[src/rtl/intr_ctrl_pkg.sv]
// Shared definitions for the interrupt controller: config register map and FSM states.
package intr_ctrl_pkg;

  typedef enum logic [1:0] {
    CFG_ACK    = 2'd0,
    CFG_ENABLE = 2'd1,
    CFG_VECTOR = 2'd2,
    CFG_RSVD   = 2'd3
  } cfg_addr_e;

  typedef enum logic {
    ST_IDLE    = 1'b0,
    ST_HANDLER = 1'b1
  } intr_state_e;

endpackage

[src/rtl/intr_prio_enc.sv]
// Lowest-index-wins priority encoder: returns the index of the lowest set request bit.
module intr_prio_enc #(
  parameter int N  = 4,
  parameter int IW = (N > 1) ? $clog2(N) : 1
) (
  input  logic [N-1:0]  req_i,
  output logic [IW-1:0] idx_o,
  output logic          valid_o
);

  always_comb begin
    idx_o   = '0;
    valid_o = |req_i;
    // Scan downward so the lowest set index is the last one written.
    for (int unsigned i = N; i > 0; i--) begin
      if (req_i[i-1]) idx_o = IW'(i - 1);
    end
  end

endmodule

[src/rtl/intr_ctrl.sv]
// Single-level, non-nesting interrupt controller: pending register, config registers,
// and a two-state IDLE/HANDLER FSM that redirects the CPU on instruction retire.
module intr_ctrl
  import intr_ctrl_pkg::*;
#(
  parameter int NSRC = 4,
  parameter int XLEN = 32,
  localparam int CW  = (NSRC > 1) ? $clog2(NSRC) : 1
) (
  input  logic            clk,
  input  logic            reset,
  input  logic [NSRC-1:0] src_evt,
  input  logic            cfg_we,
  input  logic [1:0]      cfg_addr,
  input  logic [XLEN-1:0] cfg_wdata,
  input  logic            retire,
  input  logic [XLEN-1:0] next_pc,
  input  logic            iret,
  output logic            trap,
  output logic [XLEN-1:0] trap_pc,
  output logic [XLEN-1:0] ret_pc,
  output logic [NSRC-1:0] irr,
  output logic [CW-1:0]   cause,
  output logic            in_service
);

  intr_state_e     state_q, state_d;
  logic [NSRC-1:0] irr_q, irr_d;
  logic            enable_q, enable_d;
  logic [XLEN-1:0] vector_q, vector_d;
  logic [XLEN-1:0] epc_q, epc_d;
  logic [CW-1:0]   cause_q, cause_d;
  logic [NSRC-1:0] ack_mask;
  logic [CW-1:0]   prio_idx;
  logic            prio_valid;
  logic            take_trap;

  intr_prio_enc #(.N(NSRC), .IW(CW)) u_prio (
    .req_i   (irr_q),
    .idx_o   (prio_idx),
    .valid_o (prio_valid)
  );

  // Only the registered pending bits are considered; this-cycle events wait a cycle.
  assign take_trap = (state_q == ST_IDLE) && retire && enable_q && prio_valid;

  always_comb begin
    ack_mask = '0;
    if (cfg_we && (cfg_addr == CFG_ACK)) ack_mask = cfg_wdata[NSRC-1:0];
  end

  // A new event overrides a same-cycle acknowledge of the same bit.
  assign irr_d    = (irr_q & ~ack_mask) | src_evt;
  assign enable_d = (cfg_we && (cfg_addr == CFG_ENABLE)) ? cfg_wdata[0] : enable_q;
  assign vector_d = (cfg_we && (cfg_addr == CFG_VECTOR)) ? cfg_wdata : vector_q;
  assign epc_d    = take_trap ? next_pc  : epc_q;
  assign cause_d  = take_trap ? prio_idx : cause_q;

  always_ff @(posedge clk or negedge reset) begin
    if (!reset) begin
      irr_q    <= '0;
      enable_q <= 1'b0;
      vector_q <= '0;
      epc_q    <= '0;
      cause_q  <= '0;
    end else begin
      irr_q    <= irr_d;
      enable_q <= enable_d;
      vector_q <= vector_d;
      epc_q    <= epc_d;
      cause_q  <= cause_d;
    end
  end

  always_ff @(posedge clk or negedge reset) begin
    if (!reset) state_q <= ST_IDLE;
    else        state_q <= state_d;
  end

  always_comb begin
    state_d = state_q;
    unique case (state_q)
      ST_IDLE:    if (take_trap) state_d = ST_HANDLER;
      ST_HANDLER: if (iret)      state_d = ST_IDLE;
      default:    state_d = ST_IDLE;
    endcase
  end

  always_comb begin
    trap       = 1'b0;
    in_service = 1'b0;
    unique case (state_q)
      ST_IDLE:    trap       = take_trap;
      ST_HANDLER: in_service = 1'b1;
      default:    ;
    endcase
  end

  assign trap_pc = vector_q;
  assign ret_pc  = epc_q;
  assign irr     = irr_q;
  assign cause   = cause_q;

endmodule
[config.mk]
export PLATFORM = sky130hd
export DESIGN_NAME = intr_ctrl
export DESIGN_NICKNAME = d
export VERILOG_FILES = /design/src/rtl/intr_ctrl_pkg.sv /design/src/rtl/intr_prio_enc.sv /design/src/rtl/intr_ctrl.sv
export SDC_FILE = /design/constraint.sdc
export NUM_CORES = 1
export LEC_CHECK = 0
export ABC_AREA = 1
export CORE_MARGIN = 1.5
export CORE_UTILIZATION = 40
export CTS_CLUSTER_DIAMETER = 40
export DETAILED_ROUTE_END_ITERATION = 16
export DONT_BUFFER_PORTS = 1
export GPL_TIMING_DRIVEN = 0
export SLEW_MARGIN = 20
export SYNTH_ARGS = -nofsm -noshare
export SYNTH_HDL_FRONTEND = slang
export SYNTH_HIERARCHICAL = 1
export SYNTH_SLANG_ARGS = --single-unit
[constraint.sdc]
create_clock -name clk -period 1.85 [get_ports clk]
set_clock_uncertainty 0.1 [all_clocks]
set_input_delay 0.185 -clock clk [delete_from_list [all_inputs] [get_ports clk]]
set_output_delay 0.185 -clock clk [all_outputs]
set_load 0.01 [all_outputs]
* Word-level counts from Yosys, hierarchy flattened
Index checks and enable logic that the tools add are counted.
Cells by class: equality and inequality tests 2, muxes and demuxes 10, bitwise logic cells 4, reduce and logical (&&, ||, !) cells 8
Operator list (number):
- 2-bit 2-to-1 mux | 4
- 1-bit logical AND | 6
- 4-bit AND | 1
- 1-bit 2-to-1 mux | 4
- 4-bit 2-to-1 mux | 1
- 4-bit inverter | 1
- 4-bit OR | 1
- 4-bit OR reduction | 1
- 2-bit by 1-bit equality test with 1-bit output (second input constant) | 1
- 2-bit equality test (second input constant) | 1
- 2-bit zero test | 1
- 1-bit one-hot mux with 2 select lines | 1
- 1-bit inverter | 1
Word-level totals: register bits after elaboration 72, output and inout port bits 72

* Longest topological paths before layout
depth after elaboration 6, gate-level depth with buffers 8, mapped depth without buffers 7

* Cells and area by module
The synthesis kept the hierarchy.
By module, submodules not included:
- intr_ctrl | instances 1, cells each 316, area each 3009.1 um^2
- intr_prio_enc | instances 1, cells each 9, area each 46.3 um^2

* Worst setup path before layout
OpenSTA, ideal clock, no wires.
path type reg2out, start reg irr_q[3], in the netlist irr[3], end out trap, arrival time 1124 ps, required time 1565 ps, slack 441 ps, stages on the path, launching flop included 8, buffers on the path 1, cells stage by stage dfrtp_1 inv_1 nand4_1 nand2_1 inv_2 nand2_2 buf_2 inv_1
Between the ends: longest elaborated chain between the ends 3
RTL lines:
- start, declared | line intr_ctrl.sv:28 | logic [NSRC-1:0] irr_q, irr_d;
- start signal, assigned | line intr_ctrl.sv:67 | irr_q <= irr_d;
- 4-bit OR reduction | line intr_prio_enc.sv:13 | valid_o = |req_i;
- named net prio_valid | line intr_ctrl.sv:35 | logic prio_valid;
- 1-bit logical AND | line intr_ctrl.sv:45 | assign take_trap = (state_q == ST_IDLE) && retire && enable_q && prio_valid;
- 1-bit 2-to-1 mux | line intr_ctrl.sv:92 | unique case (state_q)
- end, declared | line intr_ctrl.sv:19 | output logic trap,
The timed path passes the listed nets, and every way through them passes these cells.

* Worst setup path in the final report
Ends and elaborated chain as after synthesis.

==> impl_metrics.tcl <==
set metrics [dict create \
    setup_tns_ns 0 \
    hold_viol 72 \
    ys_types 15 \
    grt.overflow.total 0 \
    routed_wl_um 7481 \
    syn_nets 400 \
    drc 0 \
    avgSynthCellArea_um2 9.401 \
    cts-root-buf "clkbuf_8" \
    first_global_vias 2606 \
    worstSetupEndpointType "primary output" \
    synth_top_area_share_pct 58.97 \
    grt_max_degree 73 \
    cpPeakStageDelay_ns 0.46 \
    clkSinkCount 72 \
    pwr_density_cell_nw_per_um2 1056 \
    routedWlPerCell_um 14.58 \
    syn_area_um2 3055 \
    syn_to_final_growth_pct 35.26 \
    yosys_warnings 6 \
    crit_type "register to primary output" \
    critPathSlowestCell "dfrtp_2" \
    hpwl_um 4824 \
    hp-class "input port to asynchronous set/reset pin" \
    num-fill-cells 638 \
    final_antenna_net_count 0 \
    synth_top_area_cell "dfrtp_1" \
    vdd_drop_max_v 0.0004456 \
    syn-instance-count 325 \
    mostFrequentLayoutCell "nand2_1" \
    period_share_pct 91.52 \
    path_clk_slew_ns 0.08 \
    crit_chain "inv_1 > nand4_1 > nand2_1 > inv_4 > nand2_8 > inv_1" \
    wl_met3_um 599 \
    cts_tree "built" \
    design.core.area_um2 7331 \
    die_h_um 90.40 \
    post-cts-setup-buffers 0 \
    power_mw 4.365 \
    ys_seq_area_share_pct 58.97 \
    critPathMaxFanout 18 \
    nets 485 \
    rows 31 \
    gp_congestion 0.7036 \
    crit_top_cell "inv_1" \
    ys_top_cells_by_area "dfrtp_1 (59%), nand2_1 (14%), o21ai_2 (9.2%)" \
    wl_met2_um 3562 \
    firstDrtPassIters 4 \
    start_kind "register" \
    maxCapViolCount 0 \
    mostFrequentLayoutCells "nand2_1 (112), dlygate4sd3_1 (75), dfrtp_1 (68), inv_1 (43), nand3_1 (39)" \
    worst_pin_slew_ns 0.2830 \
    start_util_pct 41.68 \
    die-area_um2 8172 \
    ctsHoldBuffers 75 \
    leakage_nw 2.130 \
    cts_buffer_depth 2 \
    dr.max_layer_used "met4" \
    slew_headroom_pct 81.09 \
    grt_pass1_wl_um 12550 \
    portBuffers 0 \
    cts_buffers 9 \
    routed_via_density 4.823 \
    slew_viol_final 0 \
    required_ns 1.56 \
    rsz0062_at_grt "no" \
    finalSetupViolations 0 \
    layout-drive-gt1-share_pct 17.39 \
    failed_checks "hold timing" \
    fmax_mhz 590.7 \
    wl_met1_um 3136 \
    status "complete, but fails checks" \
    arrival_ns 1.41 \
    route.vias.total 2474 \
    diodes 0 \
    antenna_found_initial 0 \
    cts-htree-levels 3 \
    final.min_clock_period_ns 1.693 \
    die_w_um 90.40 \
    drt_iter0_drc 125 \
    hold-worst-slack_ns -0.5678 \
    clk-insertion-delay-late_ns 0.34 \
    synth_seq_cells 72 \
    grt_use_total_pct 19.12 \
    io_pins 147 \
]
[state kept, by name, indices dropped and copies added (netlist names)]
name,cells
cause,2
enable_q,1
irr,4
ret_pc,32
state_q,1
trap_pc,32
[cell type report]
| type | count | area, um^2 | area share [%] |
|---|---|---|---|
| clock inverter | 4 | 45.04 | 1.090 |
| buffer | 14 | 107.6 | 2.604 |
| inverter | 46 | 175.2 | 4.239 |
| sequential | 72 | 1807 | 43.72 |
| clock buffer | 11 | 141.4 | 3.421 |
| timing repair buffer | 75 | 750.7 | 18.17 |
| multi-input combinational | 192 | 982.2 | 23.77 |
| tap | 99 | 123.9 | 2.997 |
[synth_stat cells]
master / number
a21oi_2: 2
buf_2: 9
buf_6: 6
dfrtp_1: 72
inv_1: 43
inv_2: 3
nand2_1: 112
nand2_2: 1
nand3_1: 39
nand3_4: 1
nand4_1: 1
nor2_1: 1
nor2_4: 1
o21ai_0: 2
o21ai_2: 32
[worst max-delay path, delay by kind of cell (launching register included)]
family | cells | cell delay (ns)
buffers and inverters | 3 | 0.28
DFF | 1 | 0.46
and+or+nand+nor | 3 | 0.33
[kinds of logic after synthesis]
kind of cell           share of synthesized area, %
AO/OA/AOI/OAI                                 10.07
buffers and inverters                         9.336
flip-flops                                    58.97
AND/OR/NAND/NOR                               21.62
[report_power, final]
group	switching (mW)	internal (mW)
combinational	0.388	0.336
clock	0.553	0.646
sequential	0.477	1.97
total	1.42	2.95
[stage by stage]
step	std cells	utilization (%)	setup WS [ns]	instance area (um^2)	hold WS [ns]
global route	513	56.37	0.01799	4133	-0.5883
finish	513	56.37	0.1570	4133	-0.5678
floorplan	325	-	0.4408	3055	-0.2106
detailed placement	424	43.37	0.2216	3179	-0.2090
global placement	424	43.37	0.2354	3179	-0.2091
CTS	513	56.19	0.04090	4119	-0.5864
[worst paths after layout]
| check | from | to | slack, ns | depth (start not counted) |
|---|---|---|---|---|
| setup / recovery | irr[3] | trap | 0.16 | 6 |
| hold / removal | reset | ret_pc[10] | -0.57 | 0 |
| setup reg to reg | irr[3] | ret_pc[10] | 0.33 | 8 |
| hold reg to reg | enable_q | enable_q | 0.39 | 2 |
| max in group asynchronous | reset | irr[0] | 2.10 | 0 |
| min in group clk | retire | cause[1] | 0.05 | 4 |
[per-layer routing]
| metal | up-vias | global-route usage [%] |
|---|---|---|
| met3 | 16 | 6.229 |
| met5 | - | 0 |
| met2 | 104 | 30.81 |
| met1 | 1183 | 23.23 |
| met4 | 0 | 8.862 |
| li1 | 1171 | - |
[timing repair]
action,in CTS,in global routing
resized for setup,3,4
endpoints found under the setup margin,1,1
hold endpoints to repair,142,72
No activity file was read; power rests on OpenSTA's default activity.
